File: src/rtl/pipe_stage_skid.sv
// Pipeline stage register with valid/ready handshake and a two-entry skid buffer.
// Flush masks selected payload fields to zero; a saturating counter tracks stall cycles.
module pipe_stage_skid #(
  parameter int                 DATA_W     = 64,
  parameter logic [DATA_W-1:0]  FLUSH_MASK = {32'hFFFF_FFFF, 32'h0},
  parameter logic [DATA_W-1:0]  RESET_VAL  = '0,
  parameter int                 CNT_W      = 16
) (
  input  logic              CLK,
  input  logic              RST,
  input  logic              flush,
  input  logic              in_valid,
  output logic              in_ready,
  input  logic [DATA_W-1:0] in_data,
  output logic              out_valid,
  input  logic              out_ready,
  output logic [DATA_W-1:0] out_data,
  output logic [1:0]        occupancy,
  output logic [CNT_W-1:0]  stall_cnt
);

  typedef enum logic [1:0] {EMPTY = 2'd0, ONE = 2'd1, TWO = 2'd2} state_t;

  state_t            state;
  logic [DATA_W-1:0] skid;
  logic              acc, dlv;

  // Handshakes use only registered readiness, so out_ready never reaches in_ready.
  assign acc       = in_valid & in_ready;
  assign dlv       = out_valid & out_ready;
  assign occupancy = state;

  always_ff @(posedge CLK or negedge RST) begin
    if (!RST) begin
      state     <= EMPTY;
      out_valid <= 1'b0;
      in_ready  <= 1'b1;
      out_data  <= RESET_VAL;
      skid      <= '0;
      stall_cnt <= '0;
    end else begin
      if (out_valid && !out_ready && stall_cnt != {CNT_W{1'b1}})
        stall_cnt <= stall_cnt + 1'b1;
      if (flush) begin
        // Bubble still carries the unmasked fields (e.g. PC+4).
        state     <= EMPTY;
        out_valid <= 1'b0;
        in_ready  <= 1'b1;
        out_data  <= in_data & ~FLUSH_MASK;
      end else begin
        case (state)
          EMPTY: if (acc) begin
            state     <= ONE;
            out_valid <= 1'b1;
            out_data  <= in_data;
          end
          ONE: begin
            if (acc && dlv) begin
              out_data <= in_data;
            end else if (acc) begin
              state    <= TWO;
              in_ready <= 1'b0;
              skid     <= in_data;
            end else if (dlv) begin
              state     <= EMPTY;
              out_valid <= 1'b0;
            end
          end
          TWO: if (dlv) begin
            state    <= ONE;
            in_ready <= 1'b1;
            out_data <= skid;
          end
          default: begin
            state     <= EMPTY;
            out_valid <= 1'b0;
            in_ready  <= 1'b1;
          end
        endcase
      end
    end
  end

endmodule

File: config.mk
export PLATFORM = sky130hd
export DESIGN_NAME = pipe_stage_skid
export DESIGN_NICKNAME = d
export VERILOG_FILES = /design/src/rtl/pipe_stage_skid.sv
export SDC_FILE = /design/constraint.sdc
export NUM_CORES = 1
export LEC_CHECK = 0
export CORE_UTILIZATION = 40
export CTS_CLUSTER_DIAMETER = 30
export CTS_CLUSTER_SIZE = 12
export DETAILED_ROUTE_END_ITERATION = 12
export GPL_ROUTABILITY_DRIVEN = 0
export PLACE_DENSITY = 0.66
export SLEW_MARGIN = 20
export SYNTH_ARGS = -nofsm -noshare
export SYNTH_HDL_FRONTEND = slang
export SYNTH_SLANG_ARGS = --single-unit
export TNS_END_PERCENT = 50
File: constraint.sdc
create_clock -name CLK -period 1.9 [get_ports CLK]
set_input_delay 0.19 -clock CLK [delete_from_list [all_inputs] [get_ports CLK]]
set_output_delay 0.19 -clock CLK [all_outputs]
set_load 0.01 [all_outputs]
# Yosys cells after proc, flatten, opt, wreduce, memory -nomap -nowiden
# Cells that the tools add are included.
[word_totals] reg_bits=148 latch_bits=0 mem_bits_rw=0 rom_bits=0 input_bits=69 output_inout_bits=84 elab_cells=58 n_memories=0
[op_classes] add_sub_neg=1 multipliers=0 n_div=0 n_lt_le_gt_ge=0 n_eq_ne=13 shift=0 muxes=23 bitwise=4 n_reduce_logical=11
[op_table] operator="2-to-1 mux 64 bit" n=4
[op_table] operator="one-hot mux 64 bit (3 select lines)" n=1
[op_table] operator="!= test 3 bit (second input constant)" n=7
[op_table] operator="adder 16 x 1 -> 16 bit (second input constant)" n=1
[op_table] operator="!= test 16 bit (second input constant)" n=1
[op_table] operator="AND reduction 4 bit" n=4
[op_table] operator="2-to-1 mux 2 bit" n=6
[op_table] operator="2-to-1 mux 1 bit" n=9
[op_table] operator="one-hot mux 1 bit (3 select lines)" n=2
[op_table] operator="one-hot mux 2 bit (3 select lines)" n=1
[op_table] operator="AND reduction 5 bit" n=1
[op_table] operator="!= test 2 bit (second input constant)" n=2
[op_table] operator="!= test 4 bit (second input constant)" n=1
[op_table] operator="nonzero test 4 bit" n=1
[op_table] operator="logical AND 1 bit" n=3
[op_table] operator="bitwise AND 1 bit" n=2
[op_table] operator="== test 2 x 1 -> 1 bit (second input constant)" n=1
[op_table] operator="== test 2 bit (second input constant)" n=1
[op_table] operator="logical NOT 2 bit" n=1
[op_table] operator="NOT 1 bit" n=2
[op_table] operator="logical NOT 1 bit" n=1

# Depth between registers and ports, before layout
# Gate-level depths: netlist (run 1).
[depth] ltp_word=6 depth_mapped=8 mapped_depth_nobuf=5

# Worst setup path after synthesis (run 1)
# OpenSTA, ideal clock, no wires.
[synth_timing] kind="reg2reg" startpoint="register state[0], in the netlist occupancy[0]" endpoint="register skid[14]" setup_time_ns=0.125 arrival_ns=1.609 required_time_ns=1.775 slack_ns=0.166 path_stages_with_launch=6 path_buffers=2 synth_period_minus_slack_ns=1.734 path_cell_list="dfrtp_1 a21bo_1 nor4_2 buf_4 buf_4 mux2_2"
[synth_via] elab_chain_len=2
[synth_lines] item="start, declared" line_no="24" text="state_t state;"
[synth_lines] item="start signal, assigned" line_no="35" text="state <= EMPTY;"
[synth_lines] item="start signal, assigned" line_no="46" text="state <= EMPTY;"
[synth_lines] item="start signal, assigned" line_no="53" text="state <= ONE;"
[synth_lines] item="== test 2 x 1 -> 1 bit" line_no="51" text="case (state)"
[synth_lines] item="AND reduction 4 bit (no source line)"
[synth_lines] item="end signal, assigned" line_no="63" text="skid <= in_data;"
[synth_lines] item="end, declared" line_no="25" text="logic [DATA_W-1:0] skid;"
# No other way between the ends.
# A chain may end at the register's enable or synchronous reset.

# Worst setup path in the final report (run 1)
[layout_timing] startpoint="register stall_cnt[1]" endpoint="register stall_cnt[1]"
[layout_via] elab_chain_len=2 word_cells_on_any_way=3 cone_classes="add/sub (1); eq/ne (1); reduce/logical (1)"
[layout_lines] item="start, declared" line_no="19" text="output logic [CNT_W-1:0] stall_cnt"
[layout_lines] item="start signal, assigned" line_no="43" text="stall_cnt <= stall_cnt + 1'b1;"
[layout_lines] item="branches (longest 2 deep; another with adder 16 x 1 -> 16 bit)"
# Parallel ways; which one is timed is not known.

==> results.yml, run 1 <==
power:
  p_clk_share_pct: 33.5
  leakage_nw: 3.70
  internal-power_mw: 8.20
  comb_power_share_pct: 23.7
  powerDensity_nw_per_um2: 1210
  total_power_mw: 11.0
  seqPwrFrac_pct: 42.8
  ir_drop_mv: 0.648
  p_sw_mw: 2.84
  p_sw_share_pct: 25.7
worst_setup_path:
  rr_startpoint: "stall_cnt[1]"
  critical_path_arrival_ns: 2.06
  worstRegToRegCells: 5
  cp-end-kind: "flip-flop"
  critPathMaxFanout: 5
  cp-start-kind: "flip-flop"
  r2r-end: "stall_cnt[1]"
  worstSetupPathType: "reg2reg"
  r2r_slack_ns: 0.14
  worstPathRequired_ns: 2.20
timing:
  fmax_mhz: 567
  rsz0062_at_grt: "no"
  fin_crit_sh_pct: 92.7
  hold_slack_ns: 0.301
  hold_violations: 0
  finalCriticalPeriod_ns: 1.76
  drv_slew: 0
  clock_skew_ns: 0.00889
  setup_viol: 0
  slew_headroom_pct: 66.0
  tightest_slew_ns: 0.509
synthesis:
  synthFlopType: "dfrtp_1"
  ys_types: 39
  avgSynthCellArea_um2: 12.5
  synth-adder-area-share_pct: 0.193
  synth_compound_area_share_pct: 7.98
  ys_seq_area_share_pct: 57.2
  synth.ff_latch_count: 148
  synth_cells: 520
  synthArstFlopShare_pct: 100
  synth_xor_area_share_pct: 1.22
  ys_warn_count: 0
  yosys.area_share.simple_pct: 7.92
  synth.mux.area_fraction_pct: 22.0
  synth_nets: 590
  synth-edff-count: 0
  netlist_area_um2: 6480
  synth_top_family_by_area: "multiplexers"
cells_and_area:
  fin_util_pct: 57.7
  design_area_um2: 9140
  drive_above_1_share_pct: 19.2
  area_growth_pct: 41.1
  layout.nets: 756
global_routing:
  antenna_found_initial: 1
  grt_pass1_wl_mm: 23.8
  grt_max_degree: 53
  grt_pass1_vias: 4717
  gr-usage-all-layers_pct: 18.6
  overflow: 0
route:
  drc: 0
  drt-pass1-iter-count: 4
  vias_per_cell: 4.99
  num_vias: 4568
  wl_mm: 14.5
  first_iter_violations: 143
  final_antenna_net_count: 0
  avgRoutedWirePerCell_um: 15.8
clock_network:
  cts_hold_buf: 1
  clockBufferDepth: 2
  clock_latency_ns: 0.42
  cts_setup_buffers: 0
  cts_resized: 0
  clkTransAtPathRegs_ns: 0.06
  h-tree-depth: 4
  cts_tree: "yes"
  cts_buffers: 17
  clock-sinks: 148
  root_buffer: "clkbuf_16"
run_status:
  status: "completed"
die:
  die_w_um: 129
  start_util_pct: 40.9
  die_y_um: 129
  boundaryPins: 153
  core-area_um2: 15800
  dieArea_um2: 16700
  rows: 46
flow_run:
  drv_cap: 0
worst_hold_path:
  hold_path.class: "in2async"
place:
  dpl-instance-area_um2: 8470
  place_hpwl_mm: 10.2
  port_buffers: 152
[power groups by stage]
stage	logic, mW	registers, mW	clock network, mW
floorplan	1.27	4.79	0
global placement	2.54	4.70	0
detailed placement	2.65	4.77	0
CTS	2.66	4.73	3.79
global route	2.86	4.86	3.94
finish	2.61	4.73	3.70
[synth_stat cells (2+ instances only)]
master,instances,share of area (%)
dfrtp_1,147,57
nand2_1,70,4.1
mux2_2,67,12
mux2i_1,67,10
o21ai_0,33,2.5
o31ai_1,32,3.7
buf_2,13,1.0
buf_4,10,1.2
a21oi_1,7,0.54
clkbuf_1,7,0.41
nand3_1,6,0.46
nand4_1,6,0.58
nor3_1,6,0.46
xnor2_1,6,0.81
buf_6,4,0.70
and2_1,3,0.29
and4_1,3,0.41
inv_1,3,0.17
nor2b_1,3,0.29
xor2_1,3,0.41
a31oi_1,2,0.19
and3_1,2,0.19
nand2b_1,2,0.19
nor2_1,2,0.12
o21bai_1,2,0.23
[cells by family after synthesis]
family          after synthesis
mux                         134
buf+inv                      38
simple gates                109
compound gates               81
xor+xnor                      9
flops                       148
fa+ha+maj                     1
[placed cells by master (no fill, tap or decap), types with 4 or more instances in the layout]
master and instances:
clkbuf_16 17, o31ai_1 32, mux2_2 67, a21oi_1 7
buf_4 16, nand3_1 6, clkdlybuf4s50_1 150, xnor2_1 6
clkbuf_8 4, buf_12 13, bufinv_16 5, mux2i_1 67
dfrtp_1 147, o21ai_0 33, nand4_1 6, nor3_1 6
nand2_1 70
[worst max-delay path, stage by stage, from the launching register on]
cell and delay, ns:
dfrtp_1 0.42, ha_1 0.24, and4_1 0.21, and4b_1 0.25, nor2_1 0.18, mux2_2 0.35
[metal layers]
| layer | wire length [µm] | global-route usage [%] | vias to the layer above |
|---|---|---|---|
| li1 | - | - | 2196 |
| met1 | 6360 | 23.6 | 2229 |
| met2 | 7170 | 30.1 | 122 |
| met3 | 630 | 5.12 | 21 |
| met4 | 332 | 7.27 | 0 |
| met5 | 0 | 0 | - |
[worst max path at each step]
stage                 start      endpoint  cells past startpoint  slack (ns)
2_1_floorplan  occupancy[0]      skid[14]                      5        0.17
3_3_place_gp      out_ready      skid[42]                      6       -0.04
3_5_place_dp      out_ready      skid[45]                      6       -0.06
4_1_cts        stall_cnt[1]  stall_cnt[1]                      5        0.13
5_1_grt        occupancy[1]  out_data[24]                      6       0.001
6_report       stall_cnt[1]  stall_cnt[1]                      5        0.14
[state kept, by name, indices dropped and copies added, names as in the netlist]
register	cells
in_ready	1
stall_cnt	16
skid	64
occupancy	2
out_valid	1
out_data	64
[through the flow]
| step | setup WS, ns | instances | setup TNS (ns) |
|---|---|---|---|
| floorplan | 0.166 | 520 | 0 |
| global placement | -0.0354 | 882 | -1.32 |
| detailed placement | -0.0629 | 882 | -2.77 |
| CTS | 0.126 | 915 | 0 |
| global route | 0.00102 | 916 | 0 |
| finish | 0.138 | 916 | 0 |
[final cells by class]
cell class | count | area, µm²
Tap cell | 216 | 270
Sequential cell | 148 | 3700
Clock buffer | 23 | 488
Timing Repair Buffer | 182 | 1910
Inverter | 3 | 11.3
Fill cell | 1273 | 6690
Multi-Input combinational cell | 334 | 2580
Antenna cell | 1 | 2.50
Clock inverter | 9 | 173
Note: power is estimated with default switching activity, not from simulation.
==> run 2: changes to the inputs <==
Settings changed: CORE_UTILIZATION 40 to 50, PLACE_DENSITY 0.66 to 0.8.
==> run 2 against run 1 <==
First-iteration DRC count is 44% higher. Cell count is 4.9% lower. Sequential power barely moved. Register-to-register slack about the same. Via count rose by 1.6%. Die area fell by 20%. Clock power about the same. Largest cell class unchanged. Flip-flop and latch count did not move. Clock skew is 0.0038 ns lower. Sequential share of layout area increased by 0.38 points.
==> results.yml, run 2 (synthesized netlist as in run 1, its figures left out) <==
timing:
  setup_viol: 0
  hold_violations: 0
  tightest_slew_ns: 0.387
  drv_slew: 0
  fin_ws_ns: 0.129
  rsz0062_at_grt: "no"
  clock_skew_ns: 0.00507
  slew_headroom_pct: 74.2
  finalCriticalPeriod_ns: 1.77
  fin_crit_sh_pct: 93.2
  fmax_mhz: 565
clock_network:
  clock_latency_ns: 0.42
  root_buffer: "clkbuf_16"
  clockBufferDepth: 2
  h-tree-depth: 4
  cts_tree: "yes"
  clock-sinks: 148
  clkTransAtPathRegs_ns: 0.06
  cts_setup_buffers: 0
  cts_buffers: 17
route:
  drc: 0
  num_vias: 4639
  wl_mm: 14.6
  first_iter_violations: 206
  vias_per_cell: 5.33
  drt-pass1-iter-count: 4
  avgRoutedWirePerCell_um: 16.8
  final_antenna_net_count: 0
worst_setup_path:
  critPathMaxStageDelay_ns: 0.42
  cp_slowest_cell: "dfrtp_1"
  critical_path_arrival_ns: 2.07
  worstPathRequired_ns: 2.20
  cp-end-kind: "flip-flop"
  path_cells: "ha_1, and4_1, and4b_1, nor2_1, mux2_2"
  critPathMaxFanout: 5
  worstSetupPathType: "reg2reg"
  cp-start-kind: "flip-flop"
cells_and_area:
  n_antenna_cell: 0
  multiInputGateArea_um2: 2580
  layout_common_cells: "150 x clkdlybuf4s50_1, 146 x dfrtp_1, 70 x nand2_1"
  seqCellArea_um2: 3710
  layout_commonest_cell: "clkdlybuf4s50_1"
  layout.nets: 756
  reg_top3: "out_data (64), skid (64), stall_cnt (16)"
  drive_above_1_share_pct: 19.3
  area_growth_pct: 39.8
  num-fill-cells: 932
die:
  rows: 41
  die_y_um: 116
  die_w_um: 116
  core-area_um2: 12600
  dieArea_um2: 13400
  boundaryPins: 153
  start_util_pct: 51.3
power:
  total_power_mw: 11.1
  leakage_nw: 3.70
  powerDensity_nw_per_um2: 1220
  ir_drop_mv: 0.858
global_routing:
  grt_max_degree: 62
  antenna_found_initial: 0
  overflow: 0
  gr-usage-all-layers_pct: 23.7
  grt_pass1_wl_mm: 23.8
  grt_pass1_vias: 4778
place:
  port_buffers: 152
  post-place-ws_ns: -0.0681
  place_hpwl_mm: 9.99
worst_hold_path:
  hold_path.class: "in2async"
run_status:
  status: "completed"
flow_run:
  drv_cap: 0
run 2: changes by cell type in the layout (fill, tap and decap cells not counted), sizes merged:
cell   before  now
diode       1    0
run 2: per-stage QoR:
| stage | hold slack (ns) | setup TNS, ns | instance area [µm²] | util [%] | instances |
|---|---|---|---|---|---|
| floorplan | -0.106 | 0 | 6480 | - | 520 |
| global placement | 0.115 | -0.446 | 8390 | 66.4 | 838 |
| detailed placement | 0.121 | -3.07 | 8390 | 66.4 | 838 |
| CTS | 0.250 | 0 | 9060 | 71.8 | 871 |
| global route | 0.262 | 0 | 9060 | 71.8 | 871 |
| finish | 0.245 | 0 | 9060 | 71.8 | 871 |
run 2: what timing repair did:
| action | 4_1_cts | 5_1_grt |
|---|---|---|
| hold endpoints to repair | 35 | 0 |
| hold buffers | 1 | 0 |
| resized for setup | 0 | 1 |
| setup endpoints to repair | 0 | 1 |
run 2: where the power goes:
part	internal (mW)	switching, mW
logic	1.59	1.04
registers	4.16	0.590
clock network	2.46	1.23
total	8.21	2.86
run 2: layout make-up:
type                       count  share of cell area, %
clock inverter                 9                   1.91
clock buffer                  23                   5.39
inverter                       3                  0.124
sequential                   148                   40.9
timing repair buffer         182                   20.8
tap                          172                   2.38
multi-input combinational    334                   28.5
run 2: worst max-delay path, delay by kind of cell (launching register included):
kind | cells | cell delay [ns]
AND/OR/NAND/NOR | 3 | 0.64
flip-flops | 1 | 0.42
multiplexers | 1 | 0.36
adder cells (fa/ha/maj) | 1 | 0.24
run 2: final timing paths:
kind                                   start      endpoint  slack (ns)  cells past startpoint
worst max register to register  stall_cnt[1]  stall_cnt[1]        0.13                      5
min in group CLK                       flush     out_valid        0.27                      3
worst min register to register  out_data[26]  out_data[26]        0.48                      2
worst max-delay path            stall_cnt[1]  stall_cnt[1]        0.13                      5
max in group asynchronous                RST      skid[11]        1.01                      3
worst min-delay path                     RST  stall_cnt[8]        0.25                      2
run 2: routing by layer:
metal	vias up	wire length (µm)	GRT usage (%)
met2	121	7590	40.1
met3	31	667	5.91
li1	2190	-	-
met1	2297	5980	28.5
met5	-	0	0
met4	0	368	11.0
